$ cat config.mk
export PLATFORM = sky130hd
export DESIGN_NAME = pwm_ramp_ctrl
export DESIGN_NICKNAME = d
export VERILOG_FILES = /design/src/rtl/pwm_ctrl_pkg.sv /design/src/rtl/sync2.sv /design/src/rtl/pwm_ramp_ctrl.sv
export SDC_FILE = /design/constraint.sdc
export NUM_CORES = 1
export LEC_CHECK = 0
export CAP_MARGIN = 5
export CORE_MARGIN = 2
export CORE_UTILIZATION = 48
export CTS_CLUSTER_SIZE = 10
export DETAILED_ROUTE_END_ITERATION = 16
export PLACE_DENSITY = 0.74
export SYNTH_ARGS = -nofsm -noshare
export SYNTH_HDL_FRONTEND = slang
export SYNTH_HIERARCHICAL = 1
export SYNTH_SLANG_ARGS = --single-unit
$ cat constraint.sdc
create_clock -name clk -period 14.6 [get_ports clk]
set_input_delay 1.46 -clock clk [delete_from_list [all_inputs] [get_ports clk]]
set_output_delay 1.46 -clock clk [all_outputs]
set_load 0.1 [all_outputs]
$ cat src/rtl/pwm_ctrl_pkg.sv
// Shared types and helpers for the PWM soft-start/soft-stop controller.
package pwm_ctrl_pkg;

    typedef enum logic [1:0] {StOff, StUp, StDown, StHold} state_e;

    // Ramp rate codes: one step every 1/2/4/8 PWM periods
    localparam logic [1:0] RateDiv1 = 2'd0;
    localparam logic [1:0] RateDiv2 = 2'd1;
    localparam logic [1:0] RateDiv4 = 2'd2;
    localparam logic [1:0] RateDiv8 = 2'd3;

    localparam int unsigned MaxDutyW = 32;

    // Divider count on which a step fires (2^rate - 1)
    function automatic logic [2:0] rate_last(input logic [1:0] rate);
        case (rate)
            RateDiv1: return 3'd0;
            RateDiv2: return 3'd1;
            RateDiv4: return 3'd3;
            RateDiv8: return 3'd7;
        endcase
    endfunction

    // Replicate the 3-bit code MSB-first into the top w bits, result LSB-aligned
    function automatic logic [MaxDutyW-1:0] speed_to_duty(input logic [2:0] s,
                                                          input int unsigned w);
        logic [MaxDutyW-1:0] r;
        r = '0;
        for (int unsigned i = 0; i < MaxDutyW; i++) begin
            if (i < w) begin
                r[5'(w - 1 - i)] = s[2'(2 - (i % 3))];
            end
        end
        return r;
    endfunction

endpackage

$ cat src/rtl/sync2.sv
// Generic-width two-flop synchronizer with asynchronous active-low reset.
module sync2 #(
    parameter int unsigned Width = 1
) (
    input  logic             clk,
    input  logic             rst_n,
    input  logic [Width-1:0] d,
    output logic [Width-1:0] q
);

    logic [Width-1:0] meta_q;
    logic [Width-1:0] sync_q;

    always_ff @(posedge clk or negedge rst_n) begin
        if (!rst_n) begin
            meta_q <= '0;
            sync_q <= '0;
        end else begin
            meta_q <= d;
            sync_q <= meta_q;
        end
    end

    assign q = sync_q;

endmodule

$ cat src/rtl/pwm_ramp_ctrl.sv
// Soft-start/soft-stop controller: slews the PWM duty toward a pad-selected target,
// one step per (divided) PWM period boundary.
module pwm_ramp_ctrl
    import pwm_ctrl_pkg::*;
#(
    parameter int unsigned DUTY_W = 8,
    parameter int unsigned STEP   = 8
) (
    input  logic              clk,
    input  logic              rst_n,
    input  logic              enable,
    input  logic [2:0]        speed,
    input  logic [1:0]        rate,
    input  logic              period_end,
    output logic [DUTY_W-1:0] duty_out,
    output logic              pwm_en,
    output logic              busy,
    output logic              at_target
);

    localparam int unsigned       ExtW       = DUTY_W + 1;
    localparam logic [DUTY_W:0]   StepExt    = ExtW'(STEP);
    localparam logic [DUTY_W-1:0] StepNarrow = DUTY_W'(STEP);

    logic              enable_sync;
    logic [2:0]        speed_sync;
    logic [DUTY_W-1:0] tgt_d, tgt_q;
    logic [DUTY_W-1:0] duty_d, duty_q;
    logic [2:0]        cnt_d, cnt_q;
    state_e            state_d, state_q;
    logic              pwm_en_q, busy_q, at_target_q;
    logic              step_due;
    logic [DUTY_W:0]   up_sum, tgt_ext, dn_thresh;

    sync2 #(.Width(1)) u_sync_enable (
        .clk   (clk),
        .rst_n (rst_n),
        .d     (enable),
        .q     (enable_sync)
    );

    sync2 #(.Width(3)) u_sync_speed (
        .clk   (clk),
        .rst_n (rst_n),
        .d     (speed),
        .q     (speed_sync)
    );

    always_comb begin
        tgt_d     = enable_sync ? DUTY_W'(speed_to_duty(speed_sync, DUTY_W)) : '0;
        up_sum    = {1'b0, duty_q} + StepExt;
        tgt_ext   = {1'b0, tgt_q};
        dn_thresh = tgt_ext + StepExt;
        step_due  = period_end && (cnt_q == rate_last(rate));

        // Direction comes from the live comparison, so a fresh target is honoured at once
        duty_d = duty_q;
        if (step_due) begin
            if (duty_q < tgt_q) begin
                duty_d = (up_sum > tgt_ext) ? tgt_q : up_sum[DUTY_W-1:0];
            end else if (duty_q > tgt_q) begin
                duty_d = ({1'b0, duty_q} < dn_thresh) ? tgt_q : duty_q - StepNarrow;
            end
        end

        // Judged on the post-step duty so HOLD/OFF land on the same edge as the final step
        if (duty_d < tgt_q) begin
            state_d = StUp;
        end else if (duty_d > tgt_q) begin
            state_d = StDown;
        end else if (tgt_q != '0) begin
            state_d = StHold;
        end else begin
            state_d = StOff;
        end

        cnt_d = cnt_q;
        if (state_d != state_q || state_d == StHold || state_d == StOff) begin
            cnt_d = '0;
        end else if (step_due) begin
            cnt_d = '0;
        end else if (period_end) begin
            cnt_d = cnt_q + 3'd1;
        end
    end

    always_ff @(posedge clk or negedge rst_n) begin
        if (!rst_n) begin
            state_q     <= StOff;
            duty_q      <= '0;
            tgt_q       <= '0;
            cnt_q       <= '0;
            pwm_en_q    <= 1'b0;
            busy_q      <= 1'b0;
            at_target_q <= 1'b1;
        end else begin
            state_q     <= state_d;
            duty_q      <= duty_d;
            tgt_q       <= tgt_d;
            cnt_q       <= cnt_d;
            pwm_en_q    <= (state_d != StOff);
            busy_q      <= (state_d == StUp) || (state_d == StDown);
            at_target_q <= (state_d == StHold) || (state_d == StOff);
        end
    end

    assign duty_out  = duty_q;
    assign pwm_en    = pwm_en_q;
    assign busy      = busy_q;
    assign at_target = at_target_q;

endmodule
# Word-level counts from Yosys, hierarchy flattened
# Index checks and enable logic that the tools add are counted.
[word_totals]
inputBits = 9
out_inout_bits = 11
regBits = 32
[op_classes]
n_eq_ne = 8
n_addsub = 4
mux = 13
n_lt_le_gt_ge = 6
n_reduce_logical = 10
[op_table]
columns = ["operator", "count"]
rows = [
  ["8-bit two-way mux", 6],
  ["8-bit by 4-bit adder with 9-bit output (second input constant)", 2],
  ["8-bit greater-than comparator", 2],
  ["8-bit < comparator", 2],
  ["3-bit one-hot mux with 4 select lines", 1],
  ["9-bit by 8-bit greater-than comparator with 1-bit output", 1],
  ["8-bit by 9-bit < comparator with 1-bit output", 1],
  ["3-bit two-way mux", 3],
  ["2-bit equality test (second input constant)", 4],
  ["8-bit nonzero test", 1],
  ["8-bit by 4-bit subtractor with 8-bit output (second input constant)", 1],
  ["2-bit two-way mux", 3],
  ["2-bit by 1-bit equality test with 1-bit output (second input constant)", 2],
  ["2-bit zero test", 2],
  ["1-bit logical OR", 4],
  ["3-bit by 1-bit adder with 3-bit output (second input constant)", 1],
  ["3-bit equality test", 1],
  ["3-bit nonzero test", 1],
  ["2-bit inequality test", 1],
  ["2-bit nonzero test", 1],
  ["1-bit logical AND", 1],
]

# Logic depth before layout (Yosys ltp)
# Gate-level depths: netlist (run 1).
[logic_depth]
depth_word = 13
mapped_depth = 23
mapped_depth_nobuf = 22

# Hierarchy
# The synthesis (run 1) kept the hierarchy.
[by_module_without_submodules]
columns = ["mod", "n_inst", "area_each_um2", "seq_area_each_um2", "cells_per_inst"]
rows = [
  ["pwm_ramp_ctrl", 1, 1879.3, 476.7, 208],
  ["sync2 at u_sync_speed", 1, 150.1, 150.1, 6],
  ["sync2 at u_sync_enable", 1, 50.0, 50.0, 2],
]

# Worst setup path after synthesis (run 1)
# OpenSTA, ideal clock, no wires.
[synth_timing]
path_type = "register to register"
start = "reg duty_q[3] (netlist: duty_out[3])"
end = "reg cnt_q[2]"
setup_time_ps = 80
arrival_ps = 5387
t_required_ps = 14520
setup_slack_ps = 9132
path_stages_with_launch = 23
path_cell_list = "dfrtp_1 inv_1 ha_1 ha_1 a211oi_1 nor2_1 o41ai_1 nand2b_1 clkbuf_1 a21oi_2 mux2_1 ha_1 nor2b_1 o211ai_1 a21oi_1 nor3_2 nand2b_1 inv_1 ha_1 a2111oi_2 o32a_2 a21oi_2 nor3_2"
[synth_between]
elab_chain_len = 12
word_cells_on_any_way = 22
[synth_lines]
columns = ["element", "line", "source"]
rows = [
  ["from (decl)", "pwm_ramp_ctrl.sv:28", "logic [DUTY_W-1:0] duty_d, duty_q;"],
  ["from (signal assigned)", "pwm_ramp_ctrl.sv:98", "duty_q <= duty_d;"],
  ["8-bit by 4-bit adder with 9-bit output or 8-bit by 9-bit < comparator with 1-bit output (tied branches)", "pwm_ramp_ctrl.sv:51, pwm_ramp_ctrl.sv:62", ""],
  ["9-bit by 8-bit greater-than comparator with 1-bit output or 8-bit two-way mux (tied branches)", "pwm_ramp_ctrl.sv:60, pwm_ramp_ctrl.sv:62", ""],
  ["8-bit two-way mux, on equally long branches", "pwm_ramp_ctrl.sv:60, pwm_ramp_ctrl.sv:61", ""],
  ["8-bit two-way mux (*)", "pwm_ramp_ctrl.sv:59", "if (duty_q < tgt_q) begin"],
  ["8-bit two-way mux (*)", "pwm_ramp_ctrl.sv:58", "if (step_due) begin"],
  ["net duty_d[1]", "pwm_ramp_ctrl.sv:28", ""],
  ["8-bit greater-than comparator", "pwm_ramp_ctrl.sv:69", "end else if (duty_d > tgt_q) begin"],
  ["2-bit two-way mux", "pwm_ramp_ctrl.sv:69", ""],
  ["2-bit two-way mux (*)", "pwm_ramp_ctrl.sv:67", "if (duty_d < tgt_q) begin"],
  ["net state_d[0]", "pwm_ramp_ctrl.sv:30", "state_e state_d, state_q;"],
  ["2-bit inequality test or 2-bit equality test (tied branches)", "pwm_ramp_ctrl.sv:78", "if (state_d != state_q || state_d == StHold || state_d == StOff) begin"],
  ["1-bit logical OR", "pwm_ramp_ctrl.sv:78", ""],
  ["1-bit logical OR (*)", "pwm_ramp_ctrl.sv:78", ""],
  ["3-bit nonzero test (no line) or 3-bit two-way mux (tied branches)", "n/a", ""],
  ["to (signal assigned)", "pwm_ramp_ctrl.sv:100", "cnt_q <= cnt_d;"],
  ["to (decl)", "pwm_ramp_ctrl.sv:29", "logic [2:0] cnt_d, cnt_q;"],
]
# Mark *: on every way through the listed nets, which the timed path passes. The rest lies on a longest branch.
# A chain may end at the register's enable or synchronous reset.

# Worst setup path after layout (run 1)
[layout_timing]
start = "in period_end"
end = "reg cnt_q[2]"
[layout_between]
elab_chain_len = 9
word_cells_on_any_way = 14
[layout_lines]
columns = ["element", "line", "source"]
rows = [
  ["from (decl)", "pwm_ramp_ctrl.sv:14", "input logic period_end,"],
  ["1-bit logical AND (*)", "pwm_ramp_ctrl.sv:54", "step_due = period_end && (cnt_q == rate_last(rate));"],
  ["8-bit two-way mux (*)", "pwm_ramp_ctrl.sv:58", ""],
  ["net duty_d[1]", "pwm_ramp_ctrl.sv:28", ""],
  ["8-bit greater-than comparator", "pwm_ramp_ctrl.sv:69", ""],
  ["2-bit two-way mux", "pwm_ramp_ctrl.sv:69", ""],
  ["2-bit two-way mux (*)", "pwm_ramp_ctrl.sv:67", ""],
  ["net state_d[0]", "pwm_ramp_ctrl.sv:30", ""],
  ["2-bit inequality test or 2-bit equality test (tied branches)", "pwm_ramp_ctrl.sv:78", ""],
  ["1-bit logical OR", "pwm_ramp_ctrl.sv:78", ""],
  ["1-bit logical OR (*)", "pwm_ramp_ctrl.sv:78", ""],
  ["3-bit nonzero test (no line) or 3-bit two-way mux (tied branches)", "n/a", ""],
]
# Marked as above.

==> impl_metrics.py, run 1 <==
metrics = {
    "run_status": {
        "status": "completed",
    },
    "yosys": {
        "synth_top_area_frac": 0.313,
        "yosysWarnings": 6,
        "ys.flop_type": "dfrtp_1",
        "synth_edf_count": 0,
        "synthMuxAreaShare": 0.0301,
        "synth-simple-area-share": 0.180,
        "synth_top_family_by_area": "adder cells",
        "yosysSeqAreaShare": 0.326,
        "synth_adder_area_share": 0.199,
        "syn_area_per_cell_um2": 9.63,
        "synth-xor-area-share": 0.0295,
        "synthArstFlopShare": 1.00,
        "syn_area_um2": 2080,
        "synth_compound_area_frac": 0.187,
        "synth-seq-cells": 27,
        "yosys-top-cells-area": "dfrtp_1 31%, ha_1 20%, inv_1 3.1%, a21oi_1 2.9%, nand2_1 2.3%",
        "synth_top_cell_by_area": "dfrtp_1",
        "netlist_instances": 216,
        "synth_nets": 258,
        "yosys.cell_types.count": 53,
    },
    "grt": {
        "antenna_found_initial": 0,
        "use_met2": 0.303,
        "grt_pass1_vias": 1641,
        "grt.total_usage": 0.185,
        "top_usage_layer": "met2",
        "grt.met3_usage": 0.0247,
        "grt_overflow": 0,
        "grt_max_degree": 28,
        "grt_use_met1": 0.254,
        "grt_pass1_wl_mm": 7.51,
    },
    "drt": {
        "drcViolationCount": 0,
        "post_drt_wl_per_cell_um": 14.7,
        "drt_wl_total_mm": 4.19,
        "dr.pass1.iters": 6,
        "drt_iter0_drc": 125,
        "via_per_inst": 6.00,
        "via_count": 1711,
        "postRouteAntennaNets": 0,
    },
    "clock_tree": {
        "clock_sinks": 27,
        "root_buffer": "clkbuf_8",
        "worstSkewPairLatency_ns": 0.28,
        "cts_buffers": 3,
        "cts_buffer_depth": 2,
        "post_cts_resized": 0,
        "clk_pin_slew_worst_paths_ns": 0.09,
        "cts_tree": "done",
        "postCtsHoldBufs": 0,
        "cts_max_level": 1,
        "post-cts-setup-buffers": 0,
    },
    "critical_path": {
        "critPathCaptureType": "register",
        "cp.arrival_ns": 6.19,
        "crit_type": "in -> reg",
        "critPathLaunchType": "primary input",
        "worstPathRequired_ns": 14.80,
        "crit_fanout": 10,
    },
    "place": {
        "hpwlAfterDp_mm": 3.28,
        "numPortBuffers": 19,
        "place_congestion": 0.894,
    },
    "final_layout": {
        "seqCellArea_um2": 677,
        "fill_cells": 361,
        "drive_above_1_share": 0.0596,
        "final_common_cell": "ha_1",
        "syn2layout_area_growth_pct": 13.4,
        "diodes": 0,
        "multi_input_area_um2": 1300,
        "layout_common_cells": "33 x ha_1, 26 x dfrtp_1, 19 x clkdlybuf4s50_1, 17 x inv_1, 13 x nand2_1",
        "finalNetCount": 278,
    },
    "sta": {
        "clock.fmax_ghz": 0.167,
        "setup_viol": 0,
        "fin_skew_ns": 0.00578,
        "worst_pin_slew_ns": 0.983,
        "setup_tns_ns": 0,
        "period_minus_slack_ns": 5.99,
        "slew_headroom": 0.342,
        "fin_crit_sh": 0.410,
        "rsz0062_at_grt": "no",
        "finalHoldViolations": 0,
        "drv_slew": 0,
    },
    "floorplan": {
        "core-area_um2": 4090,
        "rows": 23,
        "fp.dieW_um": 69.8,
        "num_io_pins": 20,
        "fp.dieH_um": 69.8,
        "start_util": 0.509,
        "die_area_um2": 4870,
    },
    "worst_hold_path": {
        "hold_class": "reg -> reg",
    },
    "flow_run": {
        "cap_violations": 0,
    },
}
[kinds of logic (layout without fill, tap and decap cells)]
kind of cell / Yosys count / in the layout
AO/OA/AOI/OAI: 54 / 54
XOR/XNOR: 7 / 7
adder cells (fa/ha/maj): 33 / 33
buffers and inverters: 23 / 42
flip-flops: 27 / 27
multiplexers: 6 / 6
AND/OR/NAND/NOR: 66 / 66
[Yosys cell counts, types with 5 or more instances]
library cell and number:
nand2_1 13, dfrtp_1 26, nor2_1 7, ha_1 33
inv_1 17, xnor2_1 5, a21oi_1 12, nand4_1 6
nand3_1 6, o21ai_0 5, a211oi_1 6, nor3_1 5
and3_1 5
[path summary, 6_finish.rpt]
path                                        startpoint                     end  slack (ns)  cells after the start
max in group asynchronous                        rst_n               at_target       12.77                      2
min in group asynchronous                        rst_n  u_sync_speed/meta_q[0]        1.54                      2
worst max register to register             duty_out[3]                cnt_q[2]        9.03                     21
worst max-delay path                        period_end                cnt_q[2]        8.61                     19
worst min register to register  u_sync_speed/meta_q[1]       u_sync_speed/q[1]        0.36                      0
worst min-delay path            u_sync_speed/meta_q[1]       u_sync_speed/q[1]        0.36                      0
[routing by layer]
metal,vias to the layer above,routed length (um),part of all wire
met5,-,0,0
met4,0,54,0.013
met3,7,160,0.038
met2,46,2000,0.48
met1,802,1970,0.47
li1,856,-,-
[stage by stage]
stage / util / cells / hold WS, ns / setup WS, ns / cell area (um^2)
final: 0.577 / 285 / 0.356 / 8.61 / 2360
after floorplan: - / 216 / 0.331 / 9.13 / 2080
after global routing: 0.577 / 285 / 0.365 / 8.18 / 2360
after global placement: 0.565 / 281 / 0.336 / 8.50 / 2310
after detailed placement: 0.565 / 281 / 0.340 / 8.33 / 2310
after CTS: 0.577 / 285 / 0.362 / 8.60 / 2360
[sequential cells by signal (all words and copies together), names as in the netlist]
signal	flops
busy	1
u_sync_speed/q	3
pwm_en	1
duty_out	8
u_sync_speed/meta_q	3
u_sync_enable/meta_q	1
at_target	1
cnt_q	3
u_sync_enable/q	1
state_q	2
tgt_q	3
[area by class of cell]
class / count / area share
clock buffers: 3 / 0.0175
clock inverters: 1 / 0.00318
inverters: 17 / 0.0271
multi-input cells: 166 / 0.551
flip-flops and latches: 27 / 0.287
well taps: 50 / 0.0265
repair buffers: 21 / 0.0870
[critical path: stages]
cell             delay [ns]
clkdlybuf4s50_1        0.58
or3b_1                 0.39
a2111oi_2              0.43
a31o_1                 0.34
and2_1                 0.31
a21oi_2                0.14
mux2_1                 0.35
ha_1                   0.29
nor2b_1                0.14
o211ai_1               0.15
a21oi_1                0.11
nor3_2                 0.26
nand2b_1               0.19
inv_1                  0.05
ha_1                   0.22
a2111oi_2              0.33
o32a_2                 0.21
a21oi_2                0.05
nor3_2                 0.16
Power of run 1 is not shown: default switching activity piles up to over one toggle a cycle in this logic, so the estimate is an artifact.
==> run 2, diff against run 1 <==
--- a/config.mk
+++ b/config.mk
@@ -10,7 +10,7 @@
 export CORE_UTILIZATION = 48
 export CTS_CLUSTER_SIZE = 10
 export DETAILED_ROUTE_END_ITERATION = 16
-export PLACE_DENSITY = 0.74
+export PLACE_DENSITY = 0.76
 export SYNTH_ARGS = -nofsm -noshare
 export SYNTH_HDL_FRONTEND = slang
 export SYNTH_HIERARCHICAL = 1
==> constraint.sdc (replaced) <==
create_clock -name clk -period 5.1 [get_ports clk]
set_input_delay 0.51 -clock clk [delete_from_list [all_inputs] [get_ports clk]]
set_output_delay 0.51 -clock clk [all_outputs]
set_load 0.1 [all_outputs]
==> run 2 against run 1 <==
  * Wire length grew 18%
  * Highest routed layer unchanged
  * Die area is the same
  * Sequential share of layout area shrank 2.4 points
  * Register-to-register slack lost 8.8 ns
  * Cell area grew 11%
  * Largest cell class unchanged
  * First-iteration DRC count grew 53%
  * Flip-flop and latch count is the same
  * Clock-buffer cell count grew 1
==> impl_metrics.py, run 2 (synthesis gave the netlist of run 1 again) <==
metrics = {
    "worst_hold_path": {
        "hold_class": "reg -> reg",
    },
    "floorplan": {
        "core-area_um2": 4090,
        "rows": 23,
        "die_area_um2": 4870,
        "fp.dieW_um": 69.8,
        "fp.dieH_um": 69.8,
        "num_io_pins": 20,
        "start_util": 0.509,
    },
    "clock_tree": {
        "cts_buffers": 3,
        "cts_tree": "done",
        "clock_sinks": 27,
        "worstSkewPairLatency_ns": 0.27,
        "clk_pin_slew_worst_paths_ns": 0.08,
        "cts_buffer_depth": 2,
        "root_buffer": "clkbuf_8",
        "postCtsHoldBufs": 0,
        "cts_max_level": 1,
    },
    "critical_path": {
        "critPathCaptureType": "register",
        "cpMaxStageDelayCell": "dfrtp_4",
        "max_stage_delay_ns": 0.53,
        "worstPathRequired_ns": 5.29,
        "crit_chain": "inv_1 > ha_1 > ha_1 > a211oi_1 > nor2_1 > o41ai_1 > buf_4 > nand2b_2 > a21oi_2 > mux2_1 > ha_1 > nor2b_1 > o211ai_1 > a21oi_1 > nor3_2 > nand2b_4 > inv_1 > ha_2 > a2111oi_4 > o32a_2 > a21oi_2 > nor3_2",
        "critPathLaunchType": "register",
        "cp.arrival_ns": 5.10,
        "crit_fanout": 8,
        "crit_type": "reg -> reg",
        "crit_top_cell": "ha_1",
    },
    "final_layout": {
        "utilization": 0.639,
        "largest_reg_flops": 8,
        "finalNetCount": 301,
        "drive_above_1_share": 0.209,
        "diodes": 0,
        "syn2layout_area_growth_pct": 25.5,
        "final_common_cell": "ha_1",
        "layout_common_cells": "32 x ha_1, 25 x buf_4, 20 x dfrtp_1, 19 x clkdlybuf4s50_1, 15 x inv_1",
    },
    "sta": {
        "worst_pin_slew_ns": 0.971,
        "period_minus_slack_ns": 4.91,
        "drv_slew": 0,
        "fin_skew_ns": 0.00315,
        "fin_crit_sh": 0.963,
        "slew_headroom": 0.351,
        "finalHoldViolations": 0,
        "setup_viol": 0,
        "clock.fmax_ghz": 0.204,
    },
    "grt": {
        "grt_max_degree": 28,
        "grt_pass1_wl_mm": 7.89,
        "grt_pass1_vias": 1740,
        "antenna_found_initial": 0,
        "grt.total_usage": 0.197,
        "grt_overflow": 0,
    },
    "drt": {
        "dr.pass1.iters": 4,
        "via_count": 1863,
        "drcViolationCount": 0,
        "drt_iter0_drc": 191,
        "postRouteAntennaNets": 0,
        "via_per_inst": 6.05,
        "drt_wl_total_mm": 4.95,
        "post_drt_wl_per_cell_um": 16.1,
    },
    "place": {
        "hpwlAfterDp_mm": 3.47,
        "place_congestion": 0.906,
        "numPortBuffers": 19,
    },
    "flow_run": {
        "cap_violations": 0,
    },
    "run_status": {
        "status": "completed",
    },
}
==> run 2: cell count changes in the layout (fill, tap and decap cells not counted), moves of 2 or more <==
cell | before | now
a211oi_1 | 6 | 4
dfrtp_2 | 0 | 5
a211oi_2 | 0 | 2
nand2b_1 | 3 | 1
inv_1 | 17 | 15
dfrtp_1 | 26 | 20
buf_4 | 2 | 25
==> run 2: timing repair <==
action | CTS | global route
resized for setup | 0 | 15
setup endpoints to repair | 0 | 3
buffers inserted | 0 | 11
==> run 2: worst paths after layout <==
kind                                endpoint  slack, ns                    from  depth (start not counted)
max                                 cnt_q[2]       0.19             duty_out[3]                         22
min                        u_sync_speed/q[0]       0.35  u_sync_speed/meta_q[0]                          0
max reg2reg                         cnt_q[2]       0.19             duty_out[3]                         22
min reg2reg                u_sync_speed/q[0]       0.35  u_sync_speed/meta_q[0]                          0
max in group asynchronous          at_target       4.20                   rst_n                          2
min in group asynchronous               busy       0.61                   rst_n                          2
==> run 2: per-layer routing <==
metal,global-route usage,vias to the layer above,wire length [um]
met5,0,-,0
met4,0.0769,0,91
met3,0.0276,9,293
met2,0.326,65,2410
met1,0.261,893,2150
li1,-,896,-
==> run 2: critical path: cells and delay by family, from the launching register on <==
| kind | cells | cell delay (ns) |
|---|---|---|
| mux | 1 | 0.36 |
| fa+ha+maj | 4 | 1.09 |
| compound gates | 8 | 1.53 |
| simple gates | 6 | 0.96 |
| buf+inv | 3 | 0.36 |
| flops | 1 | 0.53 |
==> run 2: per-stage QoR <==
step                TNS [ns]  setup slack [ns]  hold slack (ns)  area, um^2  cells
CTS                        0            0.0544            0.356        2450    297
global route          -0.224            -0.101            0.361        2610    308
finish                     0             0.186            0.354        2610    308
detailed placement         0             0.116            0.339        2410    293
global placement           0             0.228            0.335        2410    293
floorplan                  0            0.0396            0.214        2090    216
==> run 2: layout make-up <==
class                      instances  area, um^2
inverter                          17        71.3
fill                             329        1480
sequential                        27         687
tap                               50        62.6
multi-input combinational        166        1370
timing repair buffer              44         378
clock buffer                       4        45.0
Power of run 2 is left out for the same reason.
